`src/rtl/checker_turn_ctrl_pkg.sv`:
```
// Shared definitions for the checkers turn sequencer: square field layout,
// FSM state encoding, piece-count width and board edge rows.
package checker_turn_ctrl_pkg;

  // Bit positions inside a square word returned by the board read port.
  localparam int OCC  = 2;
  localparam int RED  = 1;
  localparam int KING = 0;

  localparam int CNT_W = 4;

  localparam logic [2:0] EDGE_LO = 3'd0;
  localparam logic [2:0] EDGE_HI = 3'd7;

  // Square address is {x[2:0], y[2:0]}.
  typedef logic [5:0] loc_t;

  typedef enum logic [3:0] {
    SEL_WAIT,
    SRC_RD,
    SRC_CHK,
    HELD,
    DST_RD,
    DST_CHK,
    MID_RD,
    MID_CHK,
    ISSUE,
    DONE
  } state_e;

  function automatic logic [2:0] loc_x(input loc_t l);
    return l[5:3];
  endfunction

  function automatic logic [2:0] loc_y(input loc_t l);
    return l[2:0];
  endfunction

endpackage

```
`src/rtl/checker_turn_ctrl_if.sv`:
```
// Player input, board read port, move command handshake and game status
// bundled between the turn sequencer and its environment.
interface checker_turn_ctrl_if;
  import checker_turn_ctrl_pkg::*;

  logic [5:0]       cursor_loc;
  logic             btn_sel;
  logic [5:0]       rd_addr;
  logic [2:0]       rd_data;
  logic [5:0]       sel_loc;
  logic             sel_valid;
  logic             mv_req;
  logic             mv_ack;
  logic [5:0]       mv_from;
  logic [5:0]       mv_to;
  logic             mv_cap;
  logic [5:0]       mv_cap_loc;
  logic             mv_promote;
  logic             turn;
  logic             err;
  logic [CNT_W-1:0] red_cnt;
  logic [CNT_W-1:0] white_cnt;
  logic             game_over;
  logic             winner;

  // Sequencer side.
  modport slave (
    input  cursor_loc, btn_sel, rd_data, mv_ack,
    output rd_addr, sel_loc, sel_valid, mv_req, mv_from, mv_to, mv_cap,
           mv_cap_loc, mv_promote, turn, err, red_cnt, white_cnt,
           game_over, winner
  );

  // Environment side: player, board RAM and board writer.
  modport master (
    output cursor_loc, btn_sel, rd_data, mv_ack,
    input  rd_addr, sel_loc, sel_valid, mv_req, mv_from, mv_to, mv_cap,
           mv_cap_loc, mv_promote, turn, err, red_cnt, white_cnt,
           game_over, winner
  );

endinterface

```
`src/rtl/checker_turn_ctrl_move_geom.sv`:
```
// Combinational move geometry: diagonal shape/direction legality, jump
// detection, jumped-over square and promotion for a source/destination pair.
module move_geom
  import checker_turn_ctrl_pkg::*;
(
  input  loc_t src_i,
  input  loc_t dst_i,
  input  logic red_i,
  input  logic king_i,
  output logic legal_shape_o,
  output logic is_jump_o,
  output loc_t mid_loc_o,
  output logic promote_o
);

  logic signed [3:0] dx;
  logic signed [3:0] dy;
  logic [3:0]        adx;
  logic [3:0]        ady;
  logic              fwd;
  logic [3:0]        sum_x;
  logic [3:0]        sum_y;

  // Signed deltas, magnitudes, direction and midpoint.
  always_comb begin
    dx  = $signed({1'b0, loc_x(dst_i)}) - $signed({1'b0, loc_x(src_i)});
    dy  = $signed({1'b0, loc_y(dst_i)}) - $signed({1'b0, loc_y(src_i)});
    adx = dx[3] ? 4'(-dx) : dx;
    ady = dy[3] ? 4'(-dy) : dy;
    // Red advances toward y = 7, white toward y = 0; kings go either way.
    fwd = king_i || (red_i ? (!dy[3] && (dy != 4'sd0)) : dy[3]);
    legal_shape_o = (adx == ady) && ((adx == 4'd1) || (adx == 4'd2)) && fwd;
    is_jump_o     = (adx == 4'd2);
    sum_x         = {1'b0, loc_x(src_i)} + {1'b0, loc_x(dst_i)};
    sum_y         = {1'b0, loc_y(src_i)} + {1'b0, loc_y(dst_i)};
    mid_loc_o     = {sum_x[3:1], sum_y[3:1]};
    promote_o     = !king_i && (( red_i && (loc_y(dst_i) == EDGE_HI)) ||
                                (!red_i && (loc_y(dst_i) == EDGE_LO)));
  end

endmodule

```
`src/rtl/checker_turn_ctrl.sv`:
```
// Checkers turn sequencer: validates a source/destination selection against
// the board, issues one move command per turn over req/ack, and keeps the
// turn, piece counts and winner.
//
// state    | meaning
// ---------+-----------------------------------------------------------
// SEL_WAIT | waiting for the player to pick a source square
// SRC_RD   | board read of the candidate source in flight
// SRC_CHK  | source contents valid; accept own piece or flag err
// HELD     | piece held; wait for destination or deselect
// DST_RD   | board read of the destination in flight
// DST_CHK  | destination contents valid; check emptiness and geometry
// MID_RD   | board read of the jumped-over square in flight
// MID_CHK  | jumped-over square must hold an opponent piece
// ISSUE    | mv_req held with stable payload until mv_ack
// DONE     | flip turn, detect game end (sticky once ended)
module checker_turn_ctrl
  import checker_turn_ctrl_pkg::*;
#(
  parameter int START_PIECES = 12,
  parameter bit RED_FIRST    = 1'b1
)(
  input  logic          clk,
  input  logic          rst,
  checker_turn_ctrl_if.slave bus
);

  localparam logic [CNT_W-1:0] START_CNT = CNT_W'(START_PIECES);

  state_e           state_q, state_d;
  loc_t             rd_addr_q, rd_addr_d;
  loc_t             dst_q, dst_d;
  logic             src_king_q, src_king_d;
  loc_t             sel_loc_q, sel_loc_d;
  logic             sel_valid_q, sel_valid_d;
  logic             mv_req_q, mv_req_d;
  loc_t             mv_from_q, mv_from_d;
  loc_t             mv_to_q, mv_to_d;
  logic             mv_cap_q, mv_cap_d;
  loc_t             mv_cap_loc_q, mv_cap_loc_d;
  logic             mv_promote_q, mv_promote_d;
  logic             turn_q, turn_d;
  logic             err_q, err_d;
  logic [CNT_W-1:0] red_cnt_q, red_cnt_d;
  logic [CNT_W-1:0] white_cnt_q, white_cnt_d;
  logic             game_over_q, game_over_d;
  logic             winner_q, winner_d;

  logic             geom_legal;
  logic             geom_jump;
  loc_t             geom_mid;
  logic             geom_promote;

  // The held piece always belongs to the side to move, so turn is its colour.
  move_geom u_geom (
    .src_i         (sel_loc_q),
    .dst_i         (dst_q),
    .red_i         (turn_q),
    .king_i        (src_king_q),
    .legal_shape_o (geom_legal),
    .is_jump_o     (geom_jump),
    .mid_loc_o     (geom_mid),
    .promote_o     (geom_promote)
  );

  // State and output registers with synchronous reset.
  always_ff @(posedge clk) begin
    if (rst) begin
      state_q      <= SEL_WAIT;
      rd_addr_q    <= '0;
      dst_q        <= '0;
      src_king_q   <= 1'b0;
      sel_loc_q    <= '0;
      sel_valid_q  <= 1'b0;
      mv_req_q     <= 1'b0;
      mv_from_q    <= '0;
      mv_to_q      <= '0;
      mv_cap_q     <= 1'b0;
      mv_cap_loc_q <= '0;
      mv_promote_q <= 1'b0;
      turn_q       <= RED_FIRST;
      err_q        <= 1'b0;
      red_cnt_q    <= START_CNT;
      white_cnt_q  <= START_CNT;
      game_over_q  <= 1'b0;
      winner_q     <= 1'b0;
    end else begin
      state_q      <= state_d;
      rd_addr_q    <= rd_addr_d;
      dst_q        <= dst_d;
      src_king_q   <= src_king_d;
      sel_loc_q    <= sel_loc_d;
      sel_valid_q  <= sel_valid_d;
      mv_req_q     <= mv_req_d;
      mv_from_q    <= mv_from_d;
      mv_to_q      <= mv_to_d;
      mv_cap_q     <= mv_cap_d;
      mv_cap_loc_q <= mv_cap_loc_d;
      mv_promote_q <= mv_promote_d;
      turn_q       <= turn_d;
      err_q        <= err_d;
      red_cnt_q    <= red_cnt_d;
      white_cnt_q  <= white_cnt_d;
      game_over_q  <= game_over_d;
      winner_q     <= winner_d;
    end
  end

  // Next-state and next-output logic; everything holds unless a state acts.
  always_comb begin
    state_d      = state_q;
    rd_addr_d    = rd_addr_q;
    dst_d        = dst_q;
    src_king_d   = src_king_q;
    sel_loc_d    = sel_loc_q;
    sel_valid_d  = sel_valid_q;
    mv_req_d     = mv_req_q;
    mv_from_d    = mv_from_q;
    mv_to_d      = mv_to_q;
    mv_cap_d     = mv_cap_q;
    mv_cap_loc_d = mv_cap_loc_q;
    mv_promote_d = mv_promote_q;
    turn_d       = turn_q;
    err_d        = 1'b0;
    red_cnt_d    = red_cnt_q;
    white_cnt_d  = white_cnt_q;
    game_over_d  = game_over_q;
    winner_d     = winner_q;

    unique case (state_q)
      SEL_WAIT: begin
        // rd_addr doubles as the latched source candidate.
        if (bus.btn_sel) begin
          rd_addr_d = bus.cursor_loc;
          state_d   = SRC_RD;
        end
      end

      SRC_RD: state_d = SRC_CHK;

      SRC_CHK: begin
        if (bus.rd_data[OCC] && (bus.rd_data[RED] == turn_q)) begin
          sel_loc_d   = rd_addr_q;
          sel_valid_d = 1'b1;
          src_king_d  = bus.rd_data[KING];
          state_d     = HELD;
        end else begin
          err_d   = 1'b1;
          state_d = SEL_WAIT;
        end
      end

      HELD: begin
        if (bus.btn_sel) begin
          if (bus.cursor_loc == sel_loc_q) begin
            sel_valid_d = 1'b0;
            state_d     = SEL_WAIT;
          end else begin
            dst_d     = bus.cursor_loc;
            rd_addr_d = bus.cursor_loc;
            state_d   = DST_RD;
          end
        end
      end

      DST_RD: state_d = DST_CHK;

      DST_CHK: begin
        if (bus.rd_data[OCC] || !geom_legal) begin
          err_d   = 1'b1;
          state_d = HELD;
        end else if (geom_jump) begin
          rd_addr_d = geom_mid;
          state_d   = MID_RD;
        end else begin
          mv_req_d     = 1'b1;
          mv_from_d    = sel_loc_q;
          mv_to_d      = dst_q;
          mv_cap_d     = 1'b0;
          mv_cap_loc_d = '0;
          mv_promote_d = geom_promote;
          state_d      = ISSUE;
        end
      end

      MID_RD: state_d = MID_CHK;

      MID_CHK: begin
        // rd_addr still holds the midpoint issued from DST_CHK.
        if (bus.rd_data[OCC] && (bus.rd_data[RED] != turn_q)) begin
          mv_req_d     = 1'b1;
          mv_from_d    = sel_loc_q;
          mv_to_d      = dst_q;
          mv_cap_d     = 1'b1;
          mv_cap_loc_d = rd_addr_q;
          mv_promote_d = geom_promote;
          state_d      = ISSUE;
        end else begin
          err_d   = 1'b1;
          state_d = HELD;
        end
      end

      ISSUE: begin
        if (bus.mv_ack) begin
          mv_req_d    = 1'b0;
          sel_valid_d = 1'b0;
          if (mv_cap_q) begin
            if (turn_q) begin
              white_cnt_d = (white_cnt_q == '0) ? '0 : white_cnt_q - 1'b1;
            end else begin
              red_cnt_d = (red_cnt_q == '0) ? '0 : red_cnt_q - 1'b1;
            end
          end
          state_d = DONE;
        end
      end

      DONE: begin
        // Once the game has ended, DONE is a parking state: no further toggles.
        if (!game_over_q) begin
          turn_d = !turn_q;
          if ((red_cnt_q == '0) || (white_cnt_q == '0)) begin
            game_over_d = 1'b1;
            winner_d    = (white_cnt_q == '0);
          end else begin
            state_d = SEL_WAIT;
          end
        end
      end

      default: state_d = SEL_WAIT;
    endcase
  end

  assign bus.rd_addr    = rd_addr_q;
  assign bus.sel_loc    = sel_loc_q;
  assign bus.sel_valid  = sel_valid_q;
  assign bus.mv_req     = mv_req_q;
  assign bus.mv_from    = mv_from_q;
  assign bus.mv_to      = mv_to_q;
  assign bus.mv_cap     = mv_cap_q;
  assign bus.mv_cap_loc = mv_cap_loc_q;
  assign bus.mv_promote = mv_promote_q;
  assign bus.turn       = turn_q;
  assign bus.err        = err_q;
  assign bus.red_cnt    = red_cnt_q;
  assign bus.white_cnt  = white_cnt_q;
  assign bus.game_over  = game_over_q;
  assign bus.winner     = winner_q;

endmodule

```
`src/flat_wrapper.sv`:
```
// flat-port wrapper written by rule: the top's interface ports become plain ports
module checker_turn_ctrl_flat import checker_turn_ctrl_pkg::*;
#(
  parameter int START_PIECES = 12,
  parameter bit RED_FIRST    = 1'b1
)
  (clk, rst, bus_cursor_loc, bus_btn_sel, bus_rd_data, bus_mv_ack, bus_rd_addr, bus_sel_loc, bus_sel_valid, bus_mv_req, bus_mv_from, bus_mv_to, bus_mv_cap, bus_mv_cap_loc, bus_mv_promote, bus_turn, bus_err, bus_red_cnt, bus_white_cnt, bus_game_over, bus_winner);
  checker_turn_ctrl_if bus_i ();
  input  logic clk;
  input  logic rst;
  input wire logic [$bits(bus_i.cursor_loc)-1:0] bus_cursor_loc;
  input wire logic [$bits(bus_i.btn_sel)-1:0] bus_btn_sel;
  input wire logic [$bits(bus_i.rd_data)-1:0] bus_rd_data;
  input wire logic [$bits(bus_i.mv_ack)-1:0] bus_mv_ack;
  output wire logic [$bits(bus_i.rd_addr)-1:0] bus_rd_addr;
  output wire logic [$bits(bus_i.sel_loc)-1:0] bus_sel_loc;
  output wire logic [$bits(bus_i.sel_valid)-1:0] bus_sel_valid;
  output wire logic [$bits(bus_i.mv_req)-1:0] bus_mv_req;
  output wire logic [$bits(bus_i.mv_from)-1:0] bus_mv_from;
  output wire logic [$bits(bus_i.mv_to)-1:0] bus_mv_to;
  output wire logic [$bits(bus_i.mv_cap)-1:0] bus_mv_cap;
  output wire logic [$bits(bus_i.mv_cap_loc)-1:0] bus_mv_cap_loc;
  output wire logic [$bits(bus_i.mv_promote)-1:0] bus_mv_promote;
  output wire logic [$bits(bus_i.turn)-1:0] bus_turn;
  output wire logic [$bits(bus_i.err)-1:0] bus_err;
  output wire logic [$bits(bus_i.red_cnt)-1:0] bus_red_cnt;
  output wire logic [$bits(bus_i.white_cnt)-1:0] bus_white_cnt;
  output wire logic [$bits(bus_i.game_over)-1:0] bus_game_over;
  output wire logic [$bits(bus_i.winner)-1:0] bus_winner;
  assign bus_i.cursor_loc = bus_cursor_loc;
  assign bus_i.btn_sel = bus_btn_sel;
  assign bus_i.rd_data = bus_rd_data;
  assign bus_i.mv_ack = bus_mv_ack;
  assign bus_rd_addr = bus_i.rd_addr;
  assign bus_sel_loc = bus_i.sel_loc;
  assign bus_sel_valid = bus_i.sel_valid;
  assign bus_mv_req = bus_i.mv_req;
  assign bus_mv_from = bus_i.mv_from;
  assign bus_mv_to = bus_i.mv_to;
  assign bus_mv_cap = bus_i.mv_cap;
  assign bus_mv_cap_loc = bus_i.mv_cap_loc;
  assign bus_mv_promote = bus_i.mv_promote;
  assign bus_turn = bus_i.turn;
  assign bus_err = bus_i.err;
  assign bus_red_cnt = bus_i.red_cnt;
  assign bus_white_cnt = bus_i.white_cnt;
  assign bus_game_over = bus_i.game_over;
  assign bus_winner = bus_i.winner;
  checker_turn_ctrl #(.START_PIECES(START_PIECES), .RED_FIRST(RED_FIRST)) u_core (.clk(clk), .rst(rst), .bus(bus_i));
endmodule
```
`config.mk`:
```
export PLATFORM = sky130hd
export DESIGN_NAME = checker_turn_ctrl_flat
export DESIGN_NICKNAME = d
export VERILOG_FILES = /design/src/rtl/checker_turn_ctrl_pkg.sv /design/src/rtl/checker_turn_ctrl_if.sv /design/src/rtl/checker_turn_ctrl_move_geom.sv /design/src/rtl/checker_turn_ctrl.sv /design/src/flat_wrapper.sv
export SDC_FILE = /design/constraint.sdc
export NUM_CORES = 1
export LEC_CHECK = 0
export CAP_MARGIN = 20
export CORE_ASPECT_RATIO = 1.5
export CORE_MARGIN = 4
export CORE_UTILIZATION = 47
export DETAILED_ROUTE_END_ITERATION = 8
export PLACE_DENSITY = 0.76
export SLEW_MARGIN = 10
export SYNTH_ARGS = -nofsm -noshare
export SYNTH_HDL_FRONTEND = slang
export SYNTH_SLANG_ARGS = --single-unit
```
`constraint.sdc`:
```
create_clock -name clk -period 2.95 [get_ports clk]
set_clock_uncertainty 0.1 [all_clocks]
set_input_delay 0.59 -clock clk [delete_from_list [all_inputs] [get_ports clk]]
set_output_delay 0.59 -clock clk [all_outputs]
set_load 0.05 [all_outputs]
```
==> results.py <==
metrics = {
    "routing": {
        "avgRoutedWirePerCell_um": 16.6,
        "vias": 3054,
        "drc": 0,
        "drtAntennaViolNets": 0,
        "drt_wl_total_mm": 8.95,
        "first_iter_violations": 293,
        "dr.pass1.iters": 5,
        "viasPerCell": 5.67,
    },
    "clocking": {
        "cts_buffers": 9,
        "cts_tree": "done",
        "clk_latency_ns": 0.33,
        "cts_root_buffer": "clkbuf_8",
        "ctsLongestPathBuffers": 2,
        "cts-htree-levels": 3,
        "clock_sinks": 57,
        "path_clk_slew_ns": 0.07,
        "postCtsHoldBufs": 0,
    },
    "timing": {
        "fin_crit_sh": 1.04,
        "setup_viol": 29,
        "rsz0062_at_grt": "true",
        "setup_ws_ns": -0.119,
        "layout_min_cycle_time_ns": 3.07,
        "slew_headroom": 0.416,
        "fmax_mhz": 326,
        "finalMaxSlewViolations": 0,
        "finalHoldViolations": 0,
        "worst_slew_pin_slew_ns": 0.875,
        "finalSetupTns_ns": -1.72,
    },
    "critical_path": {
        "critPathKind": "reg2reg",
        "max_stage_delay_ns": 0.49,
        "end_kind": "flip-flop",
        "crit_chain": "ha_4 > inv_2 > fa_1 > inv_1 > ha_1 > or3b_4 > a21oi_4 > o221ai_4 > a211oi_4 > buf_12 > mux2i_4 > nor2_1",
        "crit_path_start_kind": "flip-flop",
        "cp_slowest_cell": "fa_1",
        "critical_path_arrival_ns": 3.19,
        "cp_max_fo": 6,
        "cp.required_ns": 3.07,
    },
    "placement": {
        "placed_area_um2": 4060,
        "gp_congestion": 0.852,
        "dpl.hpwl_mm": 6.39,
        "port_buffers": 58,
        "preCtsSetupSlack_ns": -0.116,
        "placed_cells": 518,
    },
    "logic_synthesis": {
        "ys.flop_type": "dfxtp_1",
        "synthTopCellsByCount": "57 x dfxtp_1, 41 x nor2_1, 32 x a21oi_1",
        "synth_nets": 405,
        "ys_types": 54,
        "postSynthCellCount": 374,
        "synth_area_um2": 3150,
        "synth.top_cell.area_share": 0.362,
        "postSynthAreaPerCell_um2": 8.43,
        "ys_async_sr_fraction": 0,
        "synth-seq-area-share": 0.362,
        "synth.area.top_cells": "dfxtp_1 36%, mux2i_1 6.0%, ha_1 5.6%",
        "yosys_warnings": 0,
        "ys_ff_latch": 57,
        "synth_top_cell_by_area": "dfxtp_1",
        "synth.most_common_cell": "dfxtp_1",
        "synth-edff-count": 0,
    },
    "grt": {
        "antenna_found_initial": 0,
        "grt_max_degree": 19,
        "grt_use_total": 0.233,
        "grt_pass1_wl_mm": 14.5,
        "grt_pass1_vias": 3001,
        "gr-total-overflow": 0,
    },
    "floorplan": {
        "boundaryPins": 59,
        "die_x_um": 74.9,
        "fp-row-count": 36,
        "die_area_um2": 8110,
        "die_y_um": 108,
        "start_util": 0.483,
        "coreArea_um2": 6530,
    },
    "layout": {
        "fin_nets": 489,
        "nFillCells": 516,
        "area_growth_syn_to_layout_pct": 38.4,
        "drive_above_1_share": 0.181,
        "antenna_cells": 0,
        "postLayoutCellArea_um2": 4360,
        "stdcell_count": 539,
    },
    "pwr": {
        "cellLeakagePower_nw": 1.66,
        "powerDensity_nw_per_um2": 417,
        "ir_worst_vdd_v": 0.000387,
    },
    "hold_path": {
        "min_path_type": "reg2reg",
    },
    "status": {
        "violations": "setup timing",
        "status": "finished, violations left",
    },
    "run": {
        "maxCapViolCount": 0,
    },
}
cells by family after synthesis:
| group | after synthesis | share of synthesized area |
|---|---|---|
| compound gates | 93 | 0.197 |
| xor+xnor | 15 | 0.0440 |
| fa+ha+maj | 18 | 0.0810 |
| buf+inv | 40 | 0.0496 |
| flops | 57 | 0.362 |
| mux | 19 | 0.0603 |
| simple gates | 132 | 0.206 |
metal layers:
layer,vias up,wire length [um],share of wire,track usage
met5,-,0,0,0
met4,0,199,0.022,0.0840
met3,13,357,0.040,0.0484
met2,95,4670,0.52,0.396
met1,1457,3720,0.42,0.285
li1,1489,-,-,-
sequential cells by signal, indices dropped and copies added (netlist names), 4 cells and up:
| signal | flops |
|---|---|
| u_core.bus.rd_addr | 6 |
| u_core.bus.mv_from | 6 |
| u_core.bus.mv_to | 6 |
| u_core.bus.white_cnt | 4 |
| u_core.dst_q | 6 |
| u_core.state_q | 4 |
| u_core.bus.mv_cap_loc | 6 |
| u_core.bus.sel_loc | 6 |
| u_core.bus.red_cnt | 4 |
per-stage QoR:
step	power (W)	hold slack, ns	utilization
floorplan	0.00104	0.372	-
global placement	0.00115	0.353	0.621
detailed placement	0.00115	0.369	0.621
CTS	0.00182	0.378	0.655
global route	0.00189	0.399	0.668
finish	0.00182	0.368	0.668
worst paths after layout:
path | start | to | slack [ns] | cells past startpoint
setup / recovery | u_core.bus.sel_loc[3] | u_core.bus.rd_addr[0] | -0.12 | 12
hold / removal | u_core.bus.winner | u_core.bus.winner | 0.37 | 2
setup reg to reg | u_core.bus.sel_loc[3] | u_core.bus.rd_addr[0] | -0.12 | 12
hold reg to reg | u_core.bus.winner | u_core.bus.winner | 0.37 | 2
layout make-up:
type	instances	area, um^2	share of cell area
flip-flops and latches	57	1150	0.265
inverters	21	78.8	0.0181
repair buffers	92	885	0.203
multi-input cells	277	1970	0.451
clock inverters	5	30.0	0.00688
clock buffers	11	151	0.0347
well taps	76	95.1	0.0218
power breakdown:
group / internal, W / switching, W
Clock: 0.000345 / 0.000311
Sequential: 0.000788 / 0.0000273
Combinational: 0.000156 / 0.000193
worst max-delay path: cells and delay by family (launching register included):
family / cells / cell delay (ns)
adders and majority gates: 3 / 0.92
AOI/OAI and AO/OA: 3 / 0.61
and+or+nand+nor: 2 / 0.48
DFF: 1 / 0.37
buffers and inverters: 3 / 0.25
muxes: 1 / 0.22
layout by cell type, fill, tap and decap left out, types with 3 or more instances in the layout:
| cell type | synthesis | routed |
|---|---|---|
| nand3_1 | 24 | 24 |
| dfxtp_1 | 57 | 52 |
| buf_6 | 0 | 3 |
| nor2b_1 | 3 | 3 |
| inv_2 | 0 | 3 |
| dfxtp_4 | 0 | 3 |
| nor2_1 | 41 | 40 |
| a31oi_1 | 4 | 4 |
| buf_12 | 0 | 3 |
| o21ai_1 | 12 | 14 |
| nor3_1 | 11 | 9 |
| xor2_1 | 5 | 5 |
| clkdlybuf4s50_1 | 0 | 58 |
| a21oi_2 | 1 | 3 |
| clkinv_2 | 0 | 3 |
| xnor2_1 | 9 | 9 |
| ha_1 | 14 | 13 |
| inv_1 | 21 | 18 |
| mux2i_1 | 19 | 17 |
| nor3b_1 | 4 | 4 |
| nand3b_1 | 3 | 3 |
| clkbuf_8 | 0 | 11 |
| o21ai_0 | 17 | 15 |
| a21oi_1 | 32 | 29 |
| nand2b_1 | 3 | 3 |
| fa_1 | 4 | 4 |
| buf_4 | 1 | 28 |
| nand2_1 | 27 | 26 |
| a21o_1 | 3 | 3 |
| a32o_1 | 6 | 6 |
what timing repair did:
| item | in CTS | in global routing |
|---|---|---|
| setup buffers | 4 | 1 |
| hold endpoints to repair | 0 | 0 |
| endpoints found under the setup margin | 30 | 32 |
| pin swaps | 6 | 8 |
| resized for setup | 4 | 19 |
Note: power is estimated with default switching activity, not from simulation.
==> RTL edit (same settings) <==
Reset style: asynchronous (`rst`), changed in one clocked block. Comments in the files are not updated.
--- a/src/rtl/checker_turn_ctrl.sv
+++ b/src/rtl/checker_turn_ctrl.sv
@@ -64,7 +64,7 @@
   );
 
   // State and output registers with synchronous reset.
-  always_ff @(posedge clk) begin
+  always_ff @(posedge clk or posedge rst) begin
     if (rst) begin
       state_q      <= SEL_WAIT;
       rd_addr_q    <= '0;
Behaviour: differs if rst is asserted again (counterexample within 4 cycles, from zero or initial values and one cycle with rst high); with rst held inactive, the same outputs for 10 cycles.
==> RTL edit against the original RTL <==
- the flow still finishes with violations (setup timing)
- worst setup slack lost 0.15 ns
- sequential cell count is the same
- first-iteration DRC count shrank 35%
- final area grew 6.9%
- synthesized area grew 6.3%
- wire length shrank 2.6%
- critical path type unchanged
Power is not shown: default switching activity piles up to over one toggle a cycle in this logic, so the estimate is an artifact.
==> RTL edit: results (changes against the original RTL) <==
status finished, violations left (unchanged); violated checks setup timing (unchanged); pin count of the biggest net entering global routing 32 (was 19); vias in the first global route 2868 (was 3001); Critical Path Fanout Max 5 (was 6); Post-layout nets 454 (was 489); Worst Slack Setup Final -0.272 ns (was -0.119 ns); ys async rst share 100% (was 0%); global-route wire length before repair 13800 microns (was 14500 microns); # fillers 524 (was 516); WP data arrival 3.34 ns (was 3.19 ns); metal3 WL 314 microns (was 357 microns); DP Wirelength 6360 microns (was 6390 microns); placed cells 483 (was 518); Finished Layout Cells 506 (was 539); synth cell count leaders dfrtp_1 (52), nand2_1 (36), nor2_1 (28) (was dfxtp_1 (57), nor2_1 (41), a21oi_1 (32)); #MultiIn Comb 236 (was 277); M1 wire length 3540 microns (was 3720 microns); layout cells sized above 1 29.4% (was 18.1%); initial drt markers 190 (was 293); FF+latch area 1440 sq um (was 1150 sq um); Placed Instance Area 4270 sq um (was 4060 sq um); drt wl/cell 17.2 microns (was 16.6 microns); clk_lat worst skew ~0.34 ns; Unique masters post-synth 56 (was 54); metal2 WL 4640 microns (was 4670 microns); CTS max path bufs 2 (unchanged); post-synthesis sequential area ratio 42.8% (was 36.2%); synth top area cells dfrtp_1 (39%), mux2_4 (5.4%), ha_1 (5.2%) (was dfxtp_1 (36%), mux2i_1 (6.0%), ha_1 (5.6%)); Top FF cell, synth dfrtp_1 (was dfxtp_1); clk cell area share 3.86% (was 4.16%); non-clock buffer count 98 (was 92); Mapped Cells 323 (was 374); grt met3 use 4.21% (was 4.84%); Worst Tran Pin Value 0.593 ns (was 0.875 ns); Net Count, Synth 354 (was 405); grt met1 use 23.0% (was 28.5%); Final Setup Violations 29 (unchanged); Final non-clock buffer share 20.3% (about the same); Placer Congestion 0.940 (was 0.852); multi-input logic area 1930 sq um (was 1970 sq um); Finished Cell Area 4660 sq um (was 4360 sq um); # clk buffers 10 (was 11); Antenna diodes 0 (unchanged); met2 global-route usage 36.4% (was 39.6%); Total GRT Usage 20.4% (was 23.3%); synth warn 0 (unchanged); Vias per Instance 5.64 (was 5.67)
-- RTL edit: cells by family (layout without fill, tap and decap cells) --
kind of cell | Yosys count | count (layout) | share of synthesized area, %
buffers and inverters | 30 | 135 | 4.07
DFF | 57 | 57 | 42.8
xor gates and xnor gates | 14 | 14 | 3.66
and+or+nand+nor | 107 | 107 | 15.7
muxes | 28 | 28 | 10.6
AOI/OAI and AO/OA | 69 | 69 | 15.5
adders and majority gates | 18 | 18 | 7.62
-- RTL edit: critical path: stages (launching register included) --
cell       delay, ns
dfrtp_1         0.39
inv_2           0.08
ha_4            0.13
inv_2           0.03
fa_1            0.51
inv_2           0.05
ha_4            0.16
nor2_4          0.08
mux2_4          0.14
o211ai_1        0.07
or4_4           0.60
a21oi_4         0.17
o21ai_4         0.11
clkbuf_16       0.18
mux2_4          0.29
-- RTL edit: metrics by stage --
stage                     setup WS, ns  TNS, ns  utilization [%]
after CTS                       -0.295    -6.69             65.3
after global routing            -0.365    -8.88             67.6
after global placement          -0.345    -7.16             61.9
after detailed placement        -0.361    -8.57             61.9
after floorplan                 -0.438    -9.88                -
final                           -0.272    -5.64             67.6
-- RTL edit: repair_timing --
item	CTS	global route
cloned	0	2
buffers inserted	2	3
endpoints found under the setup margin	31	32
pin swaps	10	7
gates resized for setup	12	14
-- RTL edit: path summary, 6_finish.rpt --
path,from,to,slack (ns),depth (start not counted)
hold / removal,u_core.bus.red_cnt[3],u_core.bus.red_cnt[3],0.39,1
max in group asynchronous,rst,u_core.bus.red_cnt[3],1.55,3
min in group asynchronous,rst,u_core.bus.mv_from[2],0.54,2
setup reg to reg,u_core.dst_q[0],u_core.bus.mv_from[3],-0.27,14
setup / recovery,u_core.dst_q[0],u_core.bus.mv_from[3],-0.27,14
hold reg to reg,u_core.bus.red_cnt[3],u_core.bus.red_cnt[3],0.39,1
